<file path="src/rtl/mips_pkg.sv">
// Shared constants for the MIPS32 front end: PCSrc encodings, fetch FSM states and reset/trap vectors.
package mips_pkg;

  localparam logic [2:0] PCSRC_SEQ   = 3'b000;
  localparam logic [2:0] PCSRC_J     = 3'b001;
  localparam logic [2:0] PCSRC_JR    = 3'b010;
  localparam logic [2:0] PCSRC_ILLOP = 3'b011;
  localparam logic [2:0] PCSRC_XADR  = 3'b100;

  localparam logic [31:0] NOP_INSTR    = 32'h0000_0000;
  localparam logic [31:0] RESET_VECTOR = 32'h8000_0000;
  localparam logic [31:0] ILLOP_VECTOR = 32'h8000_0004;
  localparam logic [31:0] XADR_VECTOR  = 32'h8000_0008;

  typedef enum logic [1:0] {
    FETCH_IDLE = 2'd0,
    FETCH_WAIT = 2'd1,
    FETCH_KILL = 2'd2
  } fetch_state_e;

  function automatic logic [31:0] word_align(input logic [31:0] addr);
    return {addr[31:2], 2'b00};
  endfunction

endpackage

</file>
<file path="src/rtl/if_pc_sel.sv">
// Redirect arbitration for the fetch stage: traps beat taken branches, which beat jumps.
module if_pc_sel
  import mips_pkg::*;
#(
  parameter logic [31:0] ILLOP_PC = ILLOP_VECTOR,
  parameter logic [31:0] XADR_PC  = XADR_VECTOR
) (
  input  logic [2:0]  pc_src_i,
  input  logic        branch_i,
  input  logic        jump_i,
  input  logic [31:0] jump_target_i,
  input  logic [31:0] jr_target_i,
  input  logic [31:0] branch_target_i,
  output logic        redirect_o,
  output logic [31:0] target_o
);

  always_comb begin
    redirect_o = 1'b1;
    target_o   = '0;
    if (pc_src_i == PCSRC_ILLOP) begin
      target_o = word_align(ILLOP_PC);
    end else if (pc_src_i == PCSRC_XADR) begin
      target_o = word_align(XADR_PC);
    end else if (branch_i) begin
      target_o = word_align(branch_target_i);
    end else if (jump_i) begin
      target_o = (pc_src_i == PCSRC_JR) ? word_align(jr_target_i) : word_align(jump_target_i);
    end else begin
      redirect_o = 1'b0;
    end
  end

endmodule

</file>
<file path="src/rtl/if_fetch_stage.sv">
// IF stage + IF/ID register: owns the PC, keeps one instruction-memory request in flight and
// parks a response that arrives during a stall in a one-entry hold buffer.
module if_fetch_stage
  import mips_pkg::*;
#(
  parameter logic [31:0] RESET_PC = RESET_VECTOR,
  parameter logic [31:0] ILLOP_PC = ILLOP_VECTOR,
  parameter logic [31:0] XADR_PC  = XADR_VECTOR,
  parameter logic [31:0] NOP      = NOP_INSTR
) (
  input  logic        clk,
  input  logic        reset,
  input  logic [2:0]  PCSrc,
  input  logic        DataHazard,
  input  logic        ControlHazard_jump,
  input  logic        ControlHazard_branch,
  input  logic [31:0] JumpTarget,
  input  logic [31:0] JrTarget,
  input  logic [31:0] BranchTarget,
  input  logic        imem_ready,
  output logic        imem_req,
  output logic [31:0] imem_addr,
  input  logic        imem_rvalid,
  input  logic [31:0] imem_rdata,
  output logic [31:0] IFID_Instruction,
  output logic [31:0] IFID_PCPlus4,
  output logic        IFID_Valid,
  output logic [31:0] PC,
  output logic [1:0]  dbg_fetch_state
);

  // Memory handshake: a request transfers in a cycle where imem_req && imem_ready;
  // its single response is the next cycle with imem_rvalid, at least one cycle later.
  fetch_state_e state_q, state_d;
  logic [31:0]  pc_q, pc_d, req_pc_q, req_pc_d;
  logic         buf_valid_q, buf_valid_d;
  logic [31:0]  buf_instr_q, buf_instr_d, buf_pc4_q, buf_pc4_d;
  logic [31:0]  ifid_instr_q, ifid_instr_d, ifid_pc4_q, ifid_pc4_d;
  logic         ifid_valid_q, ifid_valid_d;
  logic         redirect, advance, resp, issue;
  logic [31:0]  target, req_pc4;

  if_pc_sel #(.ILLOP_PC(ILLOP_PC), .XADR_PC(XADR_PC)) u_pc_sel (
    .pc_src_i       (PCSrc),
    .branch_i       (ControlHazard_branch),
    .jump_i         (ControlHazard_jump),
    .jump_target_i  (JumpTarget),
    .jr_target_i    (JrTarget),
    .branch_target_i(BranchTarget),
    .redirect_o     (redirect),
    .target_o       (target)
  );

  assign advance = !DataHazard;
  assign resp    = (state_q == FETCH_WAIT) && imem_rvalid;
  assign req_pc4 = req_pc_q + 32'd4;

  always_comb begin
    state_d      = state_q;
    pc_d         = pc_q;
    req_pc_d     = req_pc_q;
    buf_valid_d  = buf_valid_q;
    buf_instr_d  = buf_instr_q;
    buf_pc4_d    = buf_pc4_q;
    ifid_instr_d = ifid_instr_q;
    ifid_pc4_d   = ifid_pc4_q;
    ifid_valid_d = ifid_valid_q;
    issue        = 1'b0;
    if (redirect) begin
      pc_d         = target;
      ifid_instr_d = NOP;
      ifid_valid_d = 1'b0;
      buf_valid_d  = 1'b0;
      // A response landing in the redirect cycle is the stale one, so nothing is left to kill.
      if (state_q == FETCH_WAIT) state_d = imem_rvalid ? FETCH_IDLE : FETCH_KILL;
      else if (state_q == FETCH_KILL && imem_rvalid) state_d = FETCH_IDLE;
    end else begin
      if (advance) begin
        if (buf_valid_q) begin
          ifid_instr_d = buf_instr_q;
          ifid_pc4_d   = buf_pc4_q;
          ifid_valid_d = 1'b1;
          buf_valid_d  = 1'b0;
        end else if (resp) begin
          ifid_instr_d = imem_rdata;
          ifid_pc4_d   = req_pc4;
          ifid_valid_d = 1'b1;
        end else begin
          ifid_instr_d = NOP;
          ifid_valid_d = 1'b0;
        end
      end else if (resp) begin
        buf_valid_d = 1'b1;
        buf_instr_d = imem_rdata;
        buf_pc4_d   = req_pc4;
      end
      case (state_q)
        FETCH_IDLE: issue = advance;
        FETCH_WAIT: if (imem_rvalid) begin
          issue   = advance;
          state_d = FETCH_IDLE;
        end
        FETCH_KILL: if (imem_rvalid) state_d = FETCH_IDLE;
        default:    state_d = FETCH_IDLE;
      endcase
      if (issue && imem_ready) begin
        req_pc_d = pc_q;
        pc_d     = pc_q + 32'd4;
        state_d  = FETCH_WAIT;
      end
    end
  end

  always_ff @(posedge clk) begin
    if (reset) begin
      state_q      <= FETCH_IDLE;
      pc_q         <= RESET_PC;
      req_pc_q     <= '0;
      buf_valid_q  <= 1'b0;
      buf_instr_q  <= '0;
      buf_pc4_q    <= '0;
      ifid_instr_q <= NOP;
      ifid_pc4_q   <= '0;
      ifid_valid_q <= 1'b0;
    end else begin
      state_q      <= state_d;
      pc_q         <= pc_d;
      req_pc_q     <= req_pc_d;
      buf_valid_q  <= buf_valid_d;
      buf_instr_q  <= buf_instr_d;
      buf_pc4_q    <= buf_pc4_d;
      ifid_instr_q <= ifid_instr_d;
      ifid_pc4_q   <= ifid_pc4_d;
      ifid_valid_q <= ifid_valid_d;
    end
  end

  assign imem_req         = issue && !reset;
  assign imem_addr        = pc_q;
  assign PC               = pc_q;
  assign IFID_Instruction = ifid_instr_q;
  assign IFID_PCPlus4     = ifid_pc4_q;
  assign IFID_Valid       = ifid_valid_q;
  assign dbg_fetch_state  = state_q;

endmodule

</file>
<file path="config.mk">
export PLATFORM = sky130hd
export DESIGN_NAME = if_fetch_stage
export DESIGN_NICKNAME = d
export VERILOG_FILES = /design/src/rtl/mips_pkg.sv /design/src/rtl/if_pc_sel.sv /design/src/rtl/if_fetch_stage.sv
export SDC_FILE = /design/constraint.sdc
export NUM_CORES = 1
export LEC_CHECK = 0
export CELL_PAD_IN_SITES_DETAIL_PLACEMENT = 2
export CELL_PAD_IN_SITES_GLOBAL_PLACEMENT = 2
export CORE_MARGIN = 2
export CORE_UTILIZATION = 29
export CTS_CLUSTER_DIAMETER = 30
export DETAILED_ROUTE_END_ITERATION = 8
export PLACE_DENSITY_LB_ADDON = 0.1
export SLEW_MARGIN = 40
export SYNTH_ARGS = -nofsm -noshare
export SYNTH_HDL_FRONTEND = slang
export SYNTH_HIERARCHICAL = 1
export SYNTH_SLANG_ARGS = --single-unit
</file>
<file path="constraint.sdc">
create_clock -name clk -period 6.2 [get_ports clk]
set_clock_uncertainty 0.15 [all_clocks]
set_input_delay 1.24 -clock clk [delete_from_list [all_inputs] [get_ports clk]]
set_output_delay 1.24 -clock clk [all_outputs]
set_load 0.02 [all_outputs]
</file>
==> metrics.md, run 1 <==
| Metric | Value |
|---|---|
| Status | finished, final reports clean |
| Min cycle time layout | 5170 ps |
| Req. time, crit path | 4810 ps |
| Mapped cell area | 9650 µm² |
| Post-Layout Inst Area | 12900 µm² |
| Mapped Avg Cell Area | 7.76 µm² |
| Setup-failing EPs final | 0 |
| Slowest CP cell | clkdlybuf4s50_1 |
| Antenna violations before repair | 0 |
| Worst-margin pin slew | 777 ps |
| PD cells | 221 nW/µm² |
| Dpl cells | 1839 |
| Skew-Pair Late Insertion Delay | 450 ps |
| Placer congestion estimate | 0.784 |
| Crit path kind | in2out |
| TNS Setup | 0 ps |
| Slew Viols, Final | 0 |
| CP bufs+invs | 3 |
| Pre-antenna DRT Iters | 4 |
| H-tree Lvls | 4 |
| Die area | 34800 µm² |
| # diodes | 0 |
| # hold bufs at CTS | 0 |
| Total power | 2.85 mW |
| CP max FO | 14 |
| Placed cell areas | 12300 µm² |
| Core area | 32600 µm² |
| CP peak stage delay | 690 ps |
| VDD IR max | 0.000202 V |
| First-pass GRT wire length | 57.2 mm |
| Vias per cell | 5.04 |
| CTS resizes | 0 |
| TritonCTS clock tree | done |
| Total Routed Length | 35.5 mm |
| Startpoint Class | input port |
| Delay-heaviest family, CP | buffers and inverters |
| Cell Chain, Critical Path | clkdlybuf4s50_1 > nor3b_2 > nand2b_1 > or3_1 > buf_4 > or2_2 > nor3_1 > clkdlybuf4s50_1 |
| Seq cells post-synth | 196 |
| DP HPWL | 25.1 mm |
| CTS Buffer Depth | 2 |
| Synth Instances | 1244 |
| Total of max-cap violations | 0 |
| Min-delay worst type | reg2reg |
| Top-level I/O count | 270 |
| Part of the cycle the worst path needs | 83.4% |
| Post-synthesis sequential area ratio | 40.6% |
| Fin cells | 1871 |
| Wirelength per Cell | 19.0 µm |
| Layout cells sized above 1 | 5.32% |
| GRT Total Usage | 20.3% |
| DRC | 0 |
| Chip Height | 186 µm |
| Most frequent CP cell | clkdlybuf4s50_1 |
| Post-synth EDFFs | 0 |
| Sink Count | 196 |
| Crit. End Element | output pin |
| RSZ-0062 raised after global routing | false |
| Clock transition at path regs | 80 ps |
| Root buf cell | clkbuf_16 |
| Row count | 66 |
| Die Wd | 186 µm |
| Layout Utilization | 39.6% |
| Pin count of the biggest net entering global routing | 65 |
| Slew HR | 48.0% |
| P&R area growth vs syn | 33.8% |
| DRT iter0 DRCs | 378 |
| Crit path depth | 8 |
| Cts bufs inserted | 17 |
| Reg2Reg Depth | 7 |
| Final Hold Viols | 0 |
| Synth Warn # | 6 |
| Commonest non-fill, non-tap cell in the layout | clkdlybuf4s50_1 |
| Max Fclk | 193 MHz |
| Hold Crit Depth | 2 |
| Count of different cell masters after synthesis | 58 |
| Number of global-route vias before repair | 10215 |
| Final Net Count | 1559 |
| Congestion Overflow GR | 0 |
| Via Count | 9425 |
| Asr flop ratio synth | 0% |
| Leakage Power | 4.07 nW |
| Most frequent cells in the layout | 261 x clkdlybuf4s50_1, 217 x nand2_1, 195 x dfxtp_1, 138 x a21oi_1, 135 x nor2_1 |
| Initial core utilization | 29.6% |
| Ys flop type | dfxtp_1 |
| Crit path arrival time | 3780 ps |
| Antenna Nets Post-Route | 0 |
| Port Buffers | 263 |
| Post-CTS setup repair buffer count | 0 |
## registers in the layout, summed over array words and instances (netlist names)
name,flops
IFID_Instruction,32
IFID_PCPlus4,32
PC,32
buf_instr_q,32
buf_pc4_q,32
req_pc_q,32
dbg_fetch_state,2
IFID_Valid,1
buf_valid_q,1
## logic make-up (layout without fill, tap and decap cells)
| kind of cell | after synthesis | count (layout) | synth area share, % |
|---|---|---|---|
| and+or+nand+nor | 553 | 553 | 26.3 |
| AOI/OAI and AO/OA | 268 | 268 | 16.6 |
| DFF | 196 | 196 | 40.6 |
| buffers and inverters | 138 | 322 | 7.72 |
| xor gates and xnor gates | 52 | 52 | 4.72 |
| muxes | 31 | 31 | 3.27 |
| adders and majority gates | 5 | 5 | 0.648 |
| other | 1 | 2 | 0.0388 |
## final cells by class
class | count | area [µm²]
inverters | 10 | 37.5
repair buffers | 280 | 2770
multi-input cells | 911 | 5020
clock buffers | 17 | 425
clock inverters | 15 | 185
flip-flops and latches | 196 | 3930
well taps | 442 | 553
fillers | 3746 | 19700
## power by group
part	leakage [nW]	switching (mW)	internal, mW
Sequential	1.59	0.0437	1.28
Combinational	2.18	0.181	0.173
Clock	0.299	0.558	0.616
Total	4.07	0.783	2.07
## cells in the mapped netlist, types with 4 or more instances
library cell,n,area (µm²)
buf_4,41,308
buf_6,5,56.3
nand3_1,91,455
inv_1,10,37.5
xnor2_1,17,149
and3_1,20,125
mux2i_1,30,300
and4_1,4,35.0
nand2b_1,8,50.1
nor2_1,135,507
xor2_1,35,307
a21oi_1,138,691
dfxtp_1,196,3920
nor3_1,12,60.1
or3_1,6,37.5
nand2_1,218,818
and2_1,7,43.8
nand4_1,21,131
clkbuf_1,74,278
o22ai_1,14,87.6
a211oi_1,49,368
nor4_2,4,50.1
nand3b_1,4,30.0
a311oi_1,4,35.0
ha_1,5,62.6
o21ai_0,11,55.1
a31oi_1,34,213
nor4_1,5,31.3
## through the flow
step | setup WS, ps | hold WS (ps)
4_1_cts | 1010 | 310
5_1_grt | 893 | 335
3_5_place_dp | 1020 | 298
6_report | 1030 | 306
3_3_place_gp | 1040 | 288
2_1_floorplan | 1960 | 286
## worst paths after layout
check | startpoint | end | slack (ps)
max reg2reg | dbg_fetch_state[1]$_SDFFE_PP0P_ | IFID_PCPlus4[31]$_SDFFE_PP0P_ | 3190
min | IFID_PCPlus4[4]$_SDFFE_PP0P_ | IFID_PCPlus4[4]$_SDFFE_PP0P_ | 310
max | PCSrc[0] | imem_req | 1030
min reg2reg | IFID_PCPlus4[4]$_SDFFE_PP0P_ | IFID_PCPlus4[4]$_SDFFE_PP0P_ | 310
## worst min-delay path: stages (launching register included)
cell     delay [ps]
dfxtp_1         310
nand2_1          50
a21oi_1          50
## per-layer routing
metal  wire [µm]  GRT usage [%]
met1       16800           26.9
met4         401           4.61
met5           0              0
met3        1650           4.23
met2       16600           34.0
Power figures use the tool's default switching activity.
==> run 2: changes to the inputs <==
Settings changed: CORE_UTILIZATION 29 to 27.
Clock period 6.2 ns to 4.99 ns, I/O delays scaled along.
==> metrics.md, run 2 (synthesis gave the netlist of run 1 again) <==
| Metric | Value |
|---|---|
| Status | finished, final reports clean |
| Setup-failing EPs final | 0 (unchanged) |
| Antenna violations before repair | 1 (+1) |
| Min cycle time layout | 4540 ps |
| Startpoint Class | input port |
| Post-CTS setup repair buffer count | 0 (unchanged) |
| Total of max-cap violations | 0 (unchanged) |
| Post-Layout Inst Area | 12900 µm² (about the same) |
| Crit. End Element | output pin |
| Commonest non-fill, non-tap cell in the layout | clkdlybuf4s50_1 |
| Initial core utilization | 27.3% (-2.3 points) |
| Reg2reg setup slack | 2170 ps (-1020 ps) |
| Port Buffers | 263 (unchanged) |
| CTS resizes | 0 (unchanged) |
| Via Count | 9441 (+0.17%) |
| Max Fclk | 220 MHz |
| Net Switching | 0.947 mW (+21%) |
| Die area | 37300 µm² (+7.2%) |
| Total Routed Length | 35.8 mm (+0.89%) |
| # diodes | 0 (unchanged) |
| TNS Setup | 0 ps (unchanged) |
| Switch share | 27.1% (-0.37 points) |
| Final Net Count | 1561 (+0.13%) |
| Most frequent cells in the layout | 261 x clkdlybuf4s50_1, 217 x nand2_1, 195 x dfxtp_1, 138 x a21oi_1, 135 x nor2_1 |
| Layout cells sized above 1 | 5.52% (+0.20 points) |
| Leakage Power | 4.06 nW (about the same) |
| Vias per cell | 4.99 (-0.94%) |
| Logic gate share of total power | 12.6% (+0.2 points) |
| Die Wd | 193 µm (+3.6%) |
| Clock power frac | 40.4% (-0.8 points) |
| DRT iter0 DRCs | 331 (-12%) |
| Sink Count | 196 (unchanged) |
| Req. time, crit path | 3840 ps (-970 ps) |
| Cts bufs inserted | 17 (unchanged) |
| Pin count of the biggest net entering global routing | 70 (+7.7%) |
| Endpoint, Worst Hold | IFID_PCPlus4[5]$_SDFFE_PP0P_ |
| DRC | 0 (unchanged) |
| RSZ-0062 raised after global routing | false |
| Number of global-route vias before repair | 9962 (-2.5%) |
| CTS Buffer Depth | 2 (unchanged) |
| Antenna Nets Post-Route | 0 (unchanged) |
| P&R area growth vs syn | 33.8% (about the same) |
| DP HPWL | 25.4 mm (+1.4%) |
| # hold bufs at CTS | 0 (unchanged) |
| Pint | 2.54 mW (+23%) |
| Part of the cycle the worst path needs | 90.9% |
| Core area | 35400 µm² (+8.5%) |
| Final Hold Viols | 0 (unchanged) |
| TritonCTS clock tree | done |
| Row count | 69 (+4.5%) |
| Worst-margin pin slew | 776 ps (-1.23 ps) |
| First-pass GRT wire length | 56.3 mm (-1.4%) |
| Wirelength per Cell | 18.9 µm (-0.23%) |
| H-tree Lvls | 4 (unchanged) |
| Reg2Reg Depth | 6 (-1) |
| Congestion Overflow GR | 0 (unchanged) |
| Reg2reg end | IFID_PCPlus4[31]$_SDFFE_PP0P_ |
| Pre-antenna DRT Iters | 4 (unchanged) |
| VDD IR max | 0.000248 V (+23%) |
| Slew HR | 48.3% (+0.27 points) |
| Pre-CTS WS | 420 ps (-603 ps) |
| CP max FO | 4 (-10) |
| Skew-Pair Late Insertion Delay | 450 ps (about the same) |
| Reg power frac | 47.1% (+0.7 points) |
| Hold wc startpoint | IFID_PCPlus4[5]$_SDFFE_PP0P_ |
| PD cells | 270 nW/µm² (+23%) |
| Min-delay worst type | reg2reg |
| Placed cell areas | 12300 µm² (+0.25%) |
| Clock transition at path regs | 70 ps (about the same) |
| Worst reg2reg startpoint | dbg_fetch_state[1]$_SDFFE_PP0P_ |
| Top-level I/O count | 270 (unchanged) |
| Slew Viols, Final | 0 (unchanged) |
| Placer congestion estimate | 0.783 (-0.18%) |
| Root buf cell | clkbuf_16 |
| Fin worst setup slack | 453 ps (-579 ps) |
| Crit path kind | in2out |
| Hold Crit Depth | 2 (unchanged) |
| GRT Total Usage | 19.4% (-0.97 points) |
| Chip Height | 193 µm (+3.6%) |
| Crit path arrival time | 3390 ps (-390 ps) |
## run 2: worst max path at each step
stage / start / endpoint / cells past startpoint
6_report: PCSrc[2] / imem_req / 8
5_1_grt: PCSrc[2] / imem_req / 8
4_1_cts: PCSrc[2] / imem_req / 8
3_5_place_dp: PCSrc[2] / imem_req / 8
3_3_place_gp: PCSrc[2] / imem_req / 8
2_1_floorplan: PCSrc[2] / imem_req / 7
## run 2: metrics by stage
step                      hold WS (ps)  power (mW)  std cells  util [%]
after global placement             291        2.12       1860      34.8
after global routing               331        3.65       1892      36.5
after CTS                          311        3.55       1892      36.5
after detailed placement           301        2.12       1860      34.8
after floorplan                    286        1.88       1245         -
final                              306        3.49       1892      36.5
## run 2: power by group through the flow
stage,registers (mW),clock network [mW],logic (mW)
2_1_floorplan,1.68,0,0.206
3_3_place_gp,1.68,0,0.439
3_5_place_dp,1.68,0,0.442
4_1_cts,1.64,1.46,0.445
5_1_grt,1.65,1.53,0.474
6_report,1.64,1.41,0.438
## run 2: area by class of cell
class	count	area (µm²)
inverter	10	37.5
clock inverter	15	153
fill	4055	22500
multi-input combinational	911	5010
timing repair buffer	282	2780
tap	461	577
sequential	196	3930
clock buffer	17	425
## run 2: critical path, stage by stage
cell	delay, ps
clkdlybuf4s50_1	490
and2b_4	210
nand2_1	80
nand2b_1	70
or3_1	380
or2_2	330
nor3_1	140
clkdlybuf4s50_1	690
## run 2: layer usage
layer | vias up | global-route usage [%] | routed length (µm)
met5 | - | 0 | 13
met1 | 4598 | 25.8 | 17300
met2 | 189 | 32.0 | 16600
met3 | 16 | 4.20 | 1600
met4 | 2 | 4.43 | 245
li1 | 4636 | - | -
